`src/rtl/uart_transmitter_txd.sv`:
```
// 8N1 UART transmitter: one byte per valid/ready handshake, serialised on TxD
// as start bit, 8 data bits LSB first, stop bit; each bit lasts bit_cycles clocks.
module uart_transmitter_txd #(
  parameter int unsigned clk_freq   = 50_000_000,
  parameter int unsigned baudrate   = 9_600,
  parameter int unsigned bit_cycles = clk_freq / baudrate
) (
  input  logic       clk,
  input  logic       reset,
  input  logic [7:0] tx_data,
  input  logic       tx_valid,
  output logic       tx_ready,
  output logic       TxD,
  output logic       tx_busy,
  output logic       tx_done
);

  localparam int unsigned CNT_W = (bit_cycles > 1) ? $clog2(bit_cycles) : 1;
  localparam int unsigned IDX_W = 3;

  typedef enum logic [1:0] {
    IDLE  = 2'd0,
    START = 2'd1,
    DATA  = 2'd2,
    STOP  = 2'd3
  } state_e;

  state_e             state_q, state_d;
  logic [CNT_W-1:0]   baud_q,  baud_d;
  logic [IDX_W-1:0]   bit_q,   bit_d;
  logic [7:0]         shift_q, shift_d;
  logic               txd_q,   txd_d;
  logic               busy_q,  busy_d;
  logic               done_q,  done_d;
  logic               bit_end;

  assign bit_end  = (baud_q == CNT_W'(bit_cycles - 1));
  assign tx_ready = (state_q == IDLE);
  assign TxD      = txd_q;
  assign tx_busy  = busy_q;
  assign tx_done  = done_q;

  // State register; reset aborts any frame in flight.
  always_ff @(posedge clk) begin
    if (reset) begin
      state_q <= IDLE;
      baud_q  <= '0;
      bit_q   <= '0;
      shift_q <= '0;
      txd_q   <= 1'b1;
      busy_q  <= 1'b0;
      done_q  <= 1'b0;
    end else begin
      state_q <= state_d;
      baud_q  <= baud_d;
      bit_q   <= bit_d;
      shift_q <= shift_d;
      txd_q   <= txd_d;
      busy_q  <= busy_d;
      done_q  <= done_d;
    end
  end

  // Next-state logic; the baud counter wraps at bit_cycles-1 so bits never drift.
  always_comb begin
    state_d = state_q;
    baud_d  = baud_q;
    bit_d   = bit_q;
    shift_d = shift_q;
    done_d  = 1'b0;

    unique case (state_q)
      IDLE: begin
        if (tx_valid) begin
          shift_d = tx_data;
          baud_d  = '0;
          bit_d   = '0;
          state_d = START;
        end
      end
      START: begin
        if (bit_end) begin
          baud_d  = '0;
          bit_d   = '0;
          state_d = DATA;
        end else begin
          baud_d = baud_q + CNT_W'(1);
        end
      end
      DATA: begin
        if (bit_end) begin
          baud_d  = '0;
          shift_d = {1'b0, shift_q[7:1]};
          if (bit_q == IDX_W'(7)) begin
            state_d = STOP;
          end else begin
            bit_d = bit_q + IDX_W'(1);
          end
        end else begin
          baud_d = baud_q + CNT_W'(1);
        end
      end
      STOP: begin
        if (bit_end) begin
          baud_d  = '0;
          done_d  = 1'b1;
          state_d = IDLE;
        end else begin
          baud_d = baud_q + CNT_W'(1);
        end
      end
      default: state_d = IDLE;
    endcase
  end

  // Line level and busy flag follow the state being entered, keeping TxD registered.
  always_comb begin
    busy_d = (state_d != IDLE);
    unique case (state_d)
      START:   txd_d = 1'b0;
      DATA:    txd_d = shift_d[0];
      default: txd_d = 1'b1;
    endcase
  end

endmodule

```
`config.mk`:
```
export PLATFORM = sky130hd
export DESIGN_NAME = uart_transmitter_txd
export DESIGN_NICKNAME = d
export VERILOG_FILES = /design/src/rtl/uart_transmitter_txd.sv
export SDC_FILE = /design/constraint.sdc
export NUM_CORES = 1
export LEC_CHECK = 0
export CORE_MARGIN = 5
export CORE_UTILIZATION = 50
export DETAILED_ROUTE_END_ITERATION = 10
export HOLD_SLACK_MARGIN = 0.05
export PLACE_DENSITY_LB_ADDON = 0.3
export SLEW_MARGIN = 20
export SYNTH_ARGS = -nofsm -noshare
export SYNTH_HDL_FRONTEND = slang
export SYNTH_SLANG_ARGS = --single-unit
```
`constraint.sdc`:
```
create_clock -name clk -period 1.7 [get_ports clk]
set_input_delay 0.34 -clock clk [delete_from_list [all_inputs] [get_ports clk]]
set_output_delay 0.34 -clock clk [all_outputs]
set_load 0.02 [all_outputs]
```
==> reports/results.tsv <==
stage	metric	value	unit
power_and_ir_drop	Net Sw Frac	0.246	
power_and_ir_drop	Switch Pwr	0.317	mW
layout	share of cells above drive strength 1	0.219	
clock_network	Clock transition at path regs	0.09	ns
placed_design	gp weighted congestion	0.857	
clock_network	worst-skew pair later-pin latency	0.33	ns
min_path	Hold Path Cell Cnt	2	
worst_setup_path	Setup crit start kind	flop	
min_path	min-delay worst type	flop to flop	
worst_setup_path	Reg-to-Reg Start	baud_q[3]	
drt	vias per cell	6.00	
worst_setup_path	register-to-register setup slack	-0.006	ns
run_status	failing checks	setup timing	
worst_setup_path	Worst setup EP type	flop	
grt	vias in the first global route	1470	
sta	fin crit share	1.00	
power_and_ir_drop	Pwr per Cell Area	657	nW/µm²
grt	gr ovfl total	0	
worst_setup_path	critical path data arrival time	1.94	ns
sta	Slew HR	0.676	
grt	first-pass GRT wire length	6640	µm
clock_network	clk sink count	29	
floorplan	num rows	20	
worst_setup_path	R2R Path End	state_q[1]	
floorplan	Die Footprint	4280	µm²
power_and_ir_drop	maximum vdd drop	484	µV
grt	largest net degree at the start of global routing	14	
power_and_ir_drop	combinational power share	0.124	
floorplan	DIE WIDTH	65.5	µm
sta	final setup violating endpoints	1	
layout	area taken by multi-input logic gates	925	µm²
power_and_ir_drop	Leak Pwr	0.750	nW
sta	maximum clock rate	586	MHz
worst_setup_path	crit path kind	flop to flop	
clock_network	Num CTS Buffers	5	
sta	Worst Skew	0.00808	ns
grt	initial antenna violation count	0	
min_path	worst hold endpoint	shift_q[6]	
clock_network	TritonCTS clock tree	built	
drt	initial detailed-routing violation count	95	
synthesis	Synth Instances	182	
sta	RSZ-0062 raised after global routing	yes	
power_and_ir_drop	cell-internal power	0.974	mW
floorplan	die height	65.5	µm
placed_design	hpwl dp	2860	µm
job	Max-cap violations	0	
sta	Final Max Tran Viols	0	
synthesis	Synth Register Bits	29	
worst_setup_path	worst endpoint required time	1.93	ns
layout	Final #Nets	233	
synthesis	synth unique cells	41	
drt	drc violations	0	
synthesis	Ys Warns	0	
min_path	hold_sp	shift_q[6]	
floorplan	Initial Utilization	0.512	
worst_setup_path	Critical Path Fanout Max	3	
sta	worst setup margin	-0.00598	ns
drt	Wirelength per Cell	14.9	µm
worst_setup_path	Crit-path slowest cell	or4b_4	
run_status	outcome	finished, violations left	
clock_network	root buffer cell	clkbuf_4	
layout	sequential cell area	584	µm²
synthesis	ys async rst share	0	
power_and_ir_drop	Seq pwr share	0.547	
synthesis	EDFF count, synth	0	
clock_network	Hold-fix buffers, CTS	0	
layout	fill count	268	
placed_design	IO Port Bufs	14	
floorplan	core box area	3000	µm²
clock_network	Max Buffers Root-to-Sink	2	
synthesis	ys flop type	dfxtp_1	
synthesis	Syn Area/Cell	8.45	µm²
synthesis	Synth Net Count	196	
grt	GR Util All Layers	0.201	
floorplan	Ports	15	
sta	Final min period	1.71	ns
clock_network	CTS HTree Levels	2	
power_and_ir_drop	clock power share	0.329	
sta	Sum Neg Setup Slack	-0.00598	ns
worst_setup_path	worst stage delay on the critical path	0.54	ns
drt	DR vias	1511	
layout	area grow syn2layout	27.8	%
drt	Pre-antenna DRT Iters	4	
sta	worst slew pin tran	0.482	ns
worst_setup_path	crit path cell chain	or4b_4 > or4_4 > xnor2_1 > nor2b_1	
drt	number of antenna-violating nets in the routed design	0	
worst_setup_path	reg2reg path depth	4	
synthesis	Cell Area, Synth	1540	µm²
synthesis	share of the yosys chip area belonging to registers	0.378	
sta	Final Hold Vio Count	0	
layout	Inserted Diodes	0	
placed_design	Setup WS pre-CTS	-0.0907	ns
clock_network	Setup Buffers After CTS	0	
drt	WL final	3760	µm
==> area by class of cell <==
| class | count | area share |
|---|---|---|
| well taps | 33 | 0.0210 |
| flip-flops and latches | 29 | 0.297 |
| clock buffers | 7 | 0.0280 |
| repair buffers | 42 | 0.178 |
| multi-input cells | 138 | 0.470 |
| inverters | 3 | 0.00573 |
==> routing by layer <==
layer	vias up	GRT usage	routed length (µm)
li1	760	-	-
met1	713	0.245	1690
met2	31	0.325	1800
met3	7	0.0479	185
met4	0	0.109	85
met5	-	0	0
==> how the worst max path moves through the flow <==
stage | start | end | slack, ns | depth (start not counted)
2_1_floorplan | baud_q[0] | TxD | 0.004 | 6
3_3_place_gp | tx_valid | TxD | -0.03 | 5
3_5_place_dp | tx_valid | TxD | -0.09 | 5
4_1_cts | baud_q[3] | TxD | 0.01 | 4
5_1_grt | baud_q[3] | state_q[1] | -0.06 | 4
6_report | baud_q[3] | state_q[1] | -0.006 | 4
==> cell families after synthesis <==
family / count (synthesis) / synth area share
simple gates: 84 / 0.333
compound gates: 40 / 0.157
flops: 29 / 0.378
buf+inv: 15 / 0.0374
mux: 9 / 0.0594
fa+ha+maj: 3 / 0.0244
xor+xnor: 2 / 0.0114
==> sequential cells by signal, indices dropped and copies added (netlist names) <==
signal	flops
baud_q	13
shift_q	8
tx_done	1
state_q	2
tx_busy	1
bit_q	3
TxD	1
==> critical path, delay by kind of cell, from the launching register on <==
kind                      cells  cell delay [ns]
DFF                           1             0.35
xor gates and xnor gates      1             0.13
and+or+nand+nor               3             1.12
==> what timing repair did <==
item,CTS,global route
gates resized for setup,2,6
cloned,0,0
pin swaps,0,0
setup endpoints to repair,2,7
==> power groups by stage <==
stage | clock network, mW | registers (mW) | logic (mW)
4_1_cts | 0.434 | 0.707 | 0.160
3_3_place_gp | 0 | 0.722 | 0.156
6_report | 0.424 | 0.707 | 0.160
5_1_grt | 0.464 | 0.709 | 0.176
2_1_floorplan | 0 | 0.725 | 0.0769
3_5_place_dp | 0 | 0.723 | 0.160
==> through the flow <==
stage | instance area [µm²] | total power, mW | hold slack, ns | instances | utilization
finish | 1970 | 1.29 | 0.474 | 252 | 0.655
global route | 1970 | 1.35 | 0.496 | 252 | 0.655
CTS | 1940 | 1.30 | 0.474 | 252 | 0.647
detailed placement | 1890 | 0.883 | 0.461 | 245 | 0.629
global placement | 1890 | 0.878 | 0.454 | 245 | 0.629
floorplan | 1550 | 0.802 | 0.448 | 182 | -
==> placed cells by master (no fill, tap or decap), drive strengths merged, types with 2 or more instances in the layout <==
cell type      count
nand4b             2
nor2b              5
a21oi             12
or2                2
a22oi              8
clkdlybuf4s50     13
a31oi              7
or4b               3
nor4               2
nand3             18
inv                3
and4b              3
nand4              8
buf               28
clkbuf             7
nand2             12
o21ai              9
nand3b             3
nor2              12
and4               4
mux2i              8
and3               2
dfxtp             29
ha                 3
==> synth_stat cells (all sizes together), types with 3 or more instances <==
| cell | instances | area (µm²) |
|---|---|---|
| dfxtp | 29 | 581 |
| nand3 | 18 | 90.1 |
| a21oi | 12 | 60.1 |
| nand2 | 12 | 45.0 |
| nor2 | 12 | 45.0 |
| clkbuf | 10 | 37.5 |
| o21ai | 9 | 45.0 |
| a22oi | 8 | 60.1 |
| mux2i | 8 | 80.1 |
| nand4 | 8 | 50.1 |
| a31oi | 7 | 43.8 |
| nor2b | 5 | 31.3 |
| and4 | 4 | 35.0 |
| and4b | 3 | 30.0 |
| ha | 3 | 37.5 |
| inv | 3 | 11.3 |
| nand3b | 3 | 22.5 |
| or4b | 3 | 30.0 |
(Power assumes the default switching activity.)
